<file path="src/rtl/vga_fb_arbiter.sv">
`default_nettype none
// ============================================================================
// Module   : vga_fb_arbiter
// Brief    : Single-port frame-buffer arbiter. The VGA pixel fetch has
//            absolute priority. A CPU read/write requester uses the
//            remaining cycles, and a round-robin flag settles read/write
//            contention. RAM read data (1-cycle latency) is routed back to
//            the display or the CPU through a one-cycle owner-tag pipeline.
// Revision : 1.0 - initial release
// ============================================================================
module vga_fb_arbiter #(
    parameter int unsigned H_ACTIVE = 640,
    parameter int unsigned V_ACTIVE = 480,
    parameter int unsigned ADDR_W   = 19,
    parameter int unsigned DATA_W   = 8
) (
    input  logic              clk,
    input  logic              rst,
    input  logic              pix_en,
    input  logic [9:0]        hCounter,
    input  logic [9:0]        vCounter,
    input  logic              wr_req,
    input  logic [ADDR_W-1:0] wr_addr,
    input  logic [DATA_W-1:0] wr_data,
    output logic              wr_ack,
    input  logic              rd_req,
    input  logic [ADDR_W-1:0] rd_addr,
    output logic              rd_ack,
    output logic              rd_valid,
    output logic [DATA_W-1:0] rd_data,
    output logic [ADDR_W-1:0] mem_addr,
    output logic              mem_we,
    output logic [DATA_W-1:0] mem_wdata,
    input  logic [DATA_W-1:0] mem_rdata,
    output logic [DATA_W-1:0] pixel_data,
    output logic              pixel_valid
);

    // Owner of the RAM port in a given cycle; selects where the returning
    // read data goes one cycle later.
    localparam logic [1:0] c_TAG_NONE   = 2'd0;
    localparam logic [1:0] c_TAG_DISP   = 2'd1;
    localparam logic [1:0] c_TAG_CPU_RD = 2'd2;

    localparam logic [ADDR_W-1:0] c_STRIDE  = ADDR_W'(H_ACTIVE);
    localparam logic [ADDR_W-1:0] c_FB_SIZE = ADDR_W'(H_ACTIVE * V_ACTIVE);

    // Registered state
    logic [ADDR_W-1:0] r_mem_addr;
    logic              r_rr_wr_first;
    logic [1:0]        r_tag;
    logic              r_rd_oob;
    logic              r_blank;
    logic [DATA_W-1:0] r_pixel_data;
    logic              r_pixel_valid;
    logic [DATA_W-1:0] r_rd_data;
    logic              r_rd_valid;

    // Combinational decisions
    logic              w_in_active;
    logic              w_disp_slot;
    logic              w_blank_strobe;
    logic              w_cpu_slot;
    logic              w_grant_wr;
    logic              w_grant_rd;
    logic              w_wr_in_range;
    logic              w_rd_in_range;
    logic [ADDR_W-1:0] w_disp_addr;
    logic [ADDR_W-1:0] w_mem_addr;
    logic              w_mem_we;
    logic [DATA_W-1:0] w_mem_wdata;
    logic [1:0]        w_tag;
    logic              w_rr_wr_first_nxt;
    logic [DATA_W-1:0] w_pixel_data_nxt;
    logic              w_pixel_valid_nxt;
    logic [DATA_W-1:0] w_rd_data_nxt;
    logic              w_rd_valid_nxt;

    // Grants are suppressed while reset is held so every output reads 0.
    assign w_in_active    = ({22'd0, hCounter} < H_ACTIVE) && ({22'd0, vCounter} < V_ACTIVE);
    assign w_disp_slot    = ~rst & pix_en & w_in_active;
    assign w_blank_strobe = ~rst & pix_en & ~w_in_active;
    assign w_cpu_slot     = ~rst & ~w_disp_slot;

    // On contention the flag decides; a lone request is always served.
    assign w_grant_wr = w_cpu_slot & wr_req & (~rd_req | r_rr_wr_first);
    assign w_grant_rd = w_cpu_slot & rd_req & (~wr_req | ~r_rr_wr_first);

    assign w_wr_in_range = (wr_addr < c_FB_SIZE);
    assign w_rd_in_range = (rd_addr < c_FB_SIZE);
    assign w_disp_addr   = ADDR_W'(hCounter) + c_STRIDE * ADDR_W'(vCounter);

    // Drive the RAM port from the winner of this cycle; idle holds the address.
    always_comb begin
        w_mem_addr  = r_mem_addr;
        w_mem_we    = 1'b0;
        w_mem_wdata = '0;
        w_tag       = c_TAG_NONE;
        if (w_disp_slot) begin
            w_mem_addr = w_disp_addr;
            w_tag      = c_TAG_DISP;
        end else if (w_grant_wr) begin
            w_mem_addr  = wr_addr;
            w_mem_we    = w_wr_in_range;
            w_mem_wdata = wr_data;
        end else if (w_grant_rd) begin
            w_mem_addr = rd_addr;
            w_tag      = c_TAG_CPU_RD;
        end
    end

    // The type just served loses the next contention.
    always_comb begin
        w_rr_wr_first_nxt = r_rr_wr_first;
        if (w_grant_wr) begin
            w_rr_wr_first_nxt = 1'b0;
        end else if (w_grant_rd) begin
            w_rr_wr_first_nxt = 1'b1;
        end
    end

    // Steer the returning RAM data by last cycle's owner tag.
    always_comb begin
        w_pixel_data_nxt  = r_pixel_data;
        w_pixel_valid_nxt = r_pixel_valid;
        w_rd_data_nxt     = r_rd_data;
        w_rd_valid_nxt    = (r_tag == c_TAG_CPU_RD);
        if (r_tag == c_TAG_DISP) begin
            w_pixel_data_nxt  = mem_rdata;
            w_pixel_valid_nxt = 1'b1;
        end else if (r_blank) begin
            w_pixel_data_nxt  = '0;
            w_pixel_valid_nxt = 1'b0;
        end
        if (r_tag == c_TAG_CPU_RD) begin
            w_rd_data_nxt = r_rd_oob ? '0 : mem_rdata;
        end
    end

    // Grant-side state: held address, fairness flag and the tag pipeline.
    always_ff @(posedge clk or posedge rst) begin
        if (rst) begin
            r_mem_addr    <= '0;
            r_rr_wr_first <= 1'b1;
            r_tag         <= c_TAG_NONE;
            r_rd_oob      <= 1'b0;
            r_blank       <= 1'b0;
        end else begin
            r_mem_addr    <= w_mem_addr;
            r_rr_wr_first <= w_rr_wr_first_nxt;
            r_tag         <= w_tag;
            r_rd_oob      <= w_grant_rd & ~w_rd_in_range;
            r_blank       <= w_blank_strobe;
        end
    end

    // Return-side registers feeding the DAC path and the CPU.
    always_ff @(posedge clk or posedge rst) begin
        if (rst) begin
            r_pixel_data  <= '0;
            r_pixel_valid <= 1'b0;
            r_rd_data     <= '0;
            r_rd_valid    <= 1'b0;
        end else begin
            r_pixel_data  <= w_pixel_data_nxt;
            r_pixel_valid <= w_pixel_valid_nxt;
            r_rd_data     <= w_rd_data_nxt;
            r_rd_valid    <= w_rd_valid_nxt;
        end
    end

    assign mem_addr    = w_mem_addr;
    assign mem_we      = w_mem_we;
    assign mem_wdata   = w_mem_wdata;
    assign wr_ack      = w_grant_wr;
    assign rd_ack      = w_grant_rd;
    assign rd_valid    = r_rd_valid;
    assign rd_data     = r_rd_data;
    assign pixel_data  = r_pixel_data;
    assign pixel_valid = r_pixel_valid;

endmodule
`default_nettype wire
</file>
<file path="config.mk">
export PLATFORM = sky130hd
export DESIGN_NAME = vga_fb_arbiter
export DESIGN_NICKNAME = d
export VERILOG_FILES = /design/src/rtl/vga_fb_arbiter.sv
export SDC_FILE = /design/constraint.sdc
export NUM_CORES = 1
export LEC_CHECK = 0
export CAP_MARGIN = 20
export CORE_ASPECT_RATIO = 0.5
export CORE_UTILIZATION = 39
export CTS_BUF_LIST = sky130_fd_sc_hd__clkbuf_2
export DETAILED_ROUTE_END_ITERATION = 8
export GPL_ROUTABILITY_DRIVEN = 1
export GPL_TIMING_DRIVEN = 0
export PLACE_DENSITY_LB_ADDON = 0.3
export RECOVER_POWER = 50
export SETUP_SLACK_MARGIN = 0.02
export SLEW_MARGIN = 20
export SYNTH_ARGS = -nofsm -noshare
export SYNTH_HDL_FRONTEND = slang
export SYNTH_SLANG_ARGS = --single-unit
</file>
<file path="constraint.sdc">
create_clock -name clk -period 3.26 [get_ports clk]
set_clock_uncertainty 0.1 [all_clocks]
set_input_delay 0.652 -clock clk [delete_from_list [all_inputs] [get_ports clk]]
set_output_delay 0.652 -clock clk [all_outputs]
set_load 0.05 [all_outputs]
</file>
==> results.md <==
- Status: finished with violations
- Failing checks: DRC, setup timing
- CP Capture Type: output pin
- Total number of vias: about 3100
- CTS tree: yes
- R2R Path End: r_mem_addr[17]
- Max stage delay on crit path: roughly 0.45 ns
- Register area share after synthesis: around 39%
- Initial drt markers: approximately 230
- RePlAce Congestion: between 0.8 and 0.9
- Hold Crit Class: reg -> reg
- Initial antenna violation count: 0
- Post-Syn Area: about 2700 um^2
- CP Cell Sequence: buf_8 -> ha_4 -> ha_4 -> fa_2 -> a211oi_4 -> o21ba_2 -> nor2_1 -> and4_4 -> a31o_1 -> a31oi_4 -> buf_6
- Worst setup SP type: input pin
- Post-synth top area cell: dfrtp_1
- Area Overhead vs Synth: 83.2%
- Max Cap Viol: 0
- Dpl ws: -1.78 ns
- Gate power share: a little under three fifths
- Unrepaired setup endpoints after global routing: yes
- Final Max Tran Viols: 0
- Main synth FF type: dfrtp_1
- Share of total power in sequential cells: between 20% and 30%
- Clock power share: ~14%
- Vias per std cell: 5.56
- H-Tree Level Count: 2
- Post-DP Area: between 4000 and 5000 um^2
- Top-area cell type share of the netlist area: 37.8%
- Worst Hold Launch: rd_data[5]
- Num rows: 21
- Stages on worst setup path: 11
- Sum of negative setup slack: -3.49 ns
- Worst-path maximum fanout: 3
- Inserted Diodes: 0
- I/O pin count: between 100 and 150
- Required time of the critical path: roughly 2.5 ns
- Synthesized net count: 401
- # setup viols final: 25
- Distinct cell type count after synthesis: 45
- Pwr Density: 454 nW/um^2
- Root buf cell: clkbuf_2
- Slew @ Worst Pin: 1.06 ns
- Hpwl dp: 6660 um
- RR Startpoint: r_rr_wr_first
- Post-Route WL: around 9700 um
- Post-layout minimum cycle time: about 3.7 ns
- Synth Instances: around 300
- Max_slew headroom: ~29%
- Worst Setup Path Type: in -> out
- Leak Pwr: about 2.1 nW
- Clk pin slew, worst setup/hold paths: between 0.2 and 0.25 ns
- Reg2reg setup slack: roughly 1.2 ns
- Die ar.: around 7300 um^2
- Worst VDD drop: approximately 170 uV
- Slowest-stage cell, CP: fa_2
- Buf+Inv Stages, Crit Path: 2
- Pint: ~0.0013 W
- Worst-case reg-to-reg path depth: 7
- Hold Vio Cnt, Final: 0
- YS warnings: 0
- Gr usage total: between 20% and 30%
- Synth top area cells: dfrtp_1, ha_1, nand2_1, a21oi_1, a222oi_1
- Vias in the first global route: 3100
- Die height: roughly 61 um
- Final nets: 564
- Final Hold Slack: 0.415 ns
- CTS buffer count: 5
- Starting Density: roughly two fifths
- Most frequent cell after synthesis: dfrtp_1
- Routed Antenna Nets: 0
- Core Area: 6700 um^2
- Largest net degree at the start of global routing: 23
- Net switching fraction of the power: between 40 and 50%
- Avg Cell Area, Syn: 9.02 um^2
- I/O Buffers: between 100 and 150
- Peak Freq: ~270 MHz
- Post-synth EDFFs: 0
- Launch point of the worst path: vCounter[1]
- Clk sinks: 42
- Fin util: approximately three quarters
- PnR worst setup slack: -0.468 ns
- Flops & latches, synth: 42
- Fraction of registers with async set/reset: 100%
- Worst-case clock buffer depth: 2
- Final Instance Area: slightly below 5000 um^2
- Worst path arrival time: slightly below 3 ns
- Synth cell count leaders: dfrtp_1, nand2_1, a21oi_1
- Period utilisation layout: 114%
- Die Span X: roughly 120 um
- Most frequent CP cell: ha_4
- Critical Path End: mem_addr[18]
- Routed len/inst: 17.3 um
- Drt pass-1 iters: 8
- Share of layout cells above drive strength 1: around a third
- Sw power: between 0.0009 and 0.001 W
- Residual DRC count: 1
- Hold buffer count at cts: 0
- Global-route wire length before repair: ~15000 um
- CP top delay family: compound AO/OA/AOI/OAI gates
- Grt ovf: 0
- Clock Latency Late Sink: between 0.4 and 0.5 ns
placed cells by master (no fill, tap or decap), types with 3 or more instances in the layout:
master and count:
ha_4 12, nand4_1 3, nor2_1 9, clkbuf_8 3, xnor2_1 3, buf_4 26
nor2_2 7, buf_6 15, ha_1 5, mux2i_4 4, o21ai_0 12, dlygate4sd2_1 13
a21oi_4 10, xor2_2 4, o21a_1 3, a31oi_1 12, nor2_4 5, buf_8 5
nand3b_1 8, dfrtp_1 41, a21oi_1 13, clkbuf_1 7, nand2b_1 11, nand2_1 38
inv_1 8, a222oi_1 10, and3_1 10, clkdlybuf4s50_1 79, buf_2 10, nand3_1 10
clkbuf_2 10, xor2_1 3, and2_4 3
routing by layer:
metal | wire length (um) | track usage [%] | vias up
li1 | - | - | 1424
met3 | 469 | 3.67 | 25
met1 | 3790 | 31.0 | 1516
met2 | 5170 | 50.7 | 131
met4 | 240 | 9.82 | 0
met5 | 0 | 0 | -
registers in the layout, summed over array words and instances, names as in the netlist:
name	flops
rd_data	8
r_rd_oob	1
r_mem_addr	19
pixel_data	8
r_blank	1
r_tag	2
r_rr_wr_first	1
rd_valid	1
pixel_valid	1
how the worst min path moves through the flow:
stage	end	slack [ns]	cells past startpoint
3_3_place_gp	rd_data[0]	0.37	2
5_1_grt	rd_data[2]	0.47	2
4_1_cts	rd_data[5]	0.42	2
2_1_floorplan	r_rr_wr_first	0.41	2
6_report	rd_data[5]	0.41	2
3_5_place_dp	rd_data[5]	0.37	2
power by group through the flow:
stage | combinational, W | sequential [W] | clock (W)
2_1_floorplan | 0.000624 | 0.000793 | 0
3_3_place_gp | 0.00111 | 0.000660 | 0
3_5_place_dp | 0.00114 | 0.000665 | 0
4_1_cts | 0.00124 | 0.000655 | 0.000320
5_1_grt | 0.00135 | 0.000665 | 0.000348
6_report | 0.00128 | 0.000655 | 0.000319
logic make-up (layout without fill, tap and decap cells):
| group | Yosys count | in the layout | synth area share (%) |
|---|---|---|---|
| flip-flops | 42 | 42 | 38.8 |
| AND/OR/NAND/NOR | 117 | 117 | 21.7 |
| XOR/XNOR | 12 | 12 | 3.87 |
| multiplexers | 4 | 4 | 1.48 |
| buffers and inverters | 23 | 187 | 3.32 |
| AO/OA/AOI/OAI | 82 | 82 | 20.7 |
| adder cells (fa/ha/maj) | 21 | 21 | 10.2 |
stage by stage:
step	power, W	instances
floorplan	0.00142	301
detailed placement	0.00180	519
finish	0.00226	557
global placement	0.00177	519
global route	0.00237	557
CTS	0.00222	553
worst reg2reg max path, delay by kind of cell, from the launching register on:
kind                   cells  cell delay, ns
AO/OA/AOI/OAI              1            0.51
buffers and inverters      2            0.33
flip-flops                 1            0.43
multiplexers               1            0.14
AND/OR/NAND/NOR            3            0.55
area by class of cell:
type                            count  area [um^2]
Sequential cell                    42         1050
Multi-Input combinational cell    236         2140
Fill cell                         483         1730
Clock buffer                        5         25.0
Tap cell                           92          115
Inverter                           10         55.1
Timing Repair Buffer              155         1450
Buffer                             12         87.6
Clock inverter                      3         43.8
Timing Repair inverter              2         10.0
timing repair:
action,in CTS,in global routing
resized for setup,219,32
setup endpoints to repair,30,27
cloned,3,0
setup buffers,24,6
pin swaps,30,20
Note: power is estimated with default switching activity, not from simulation.
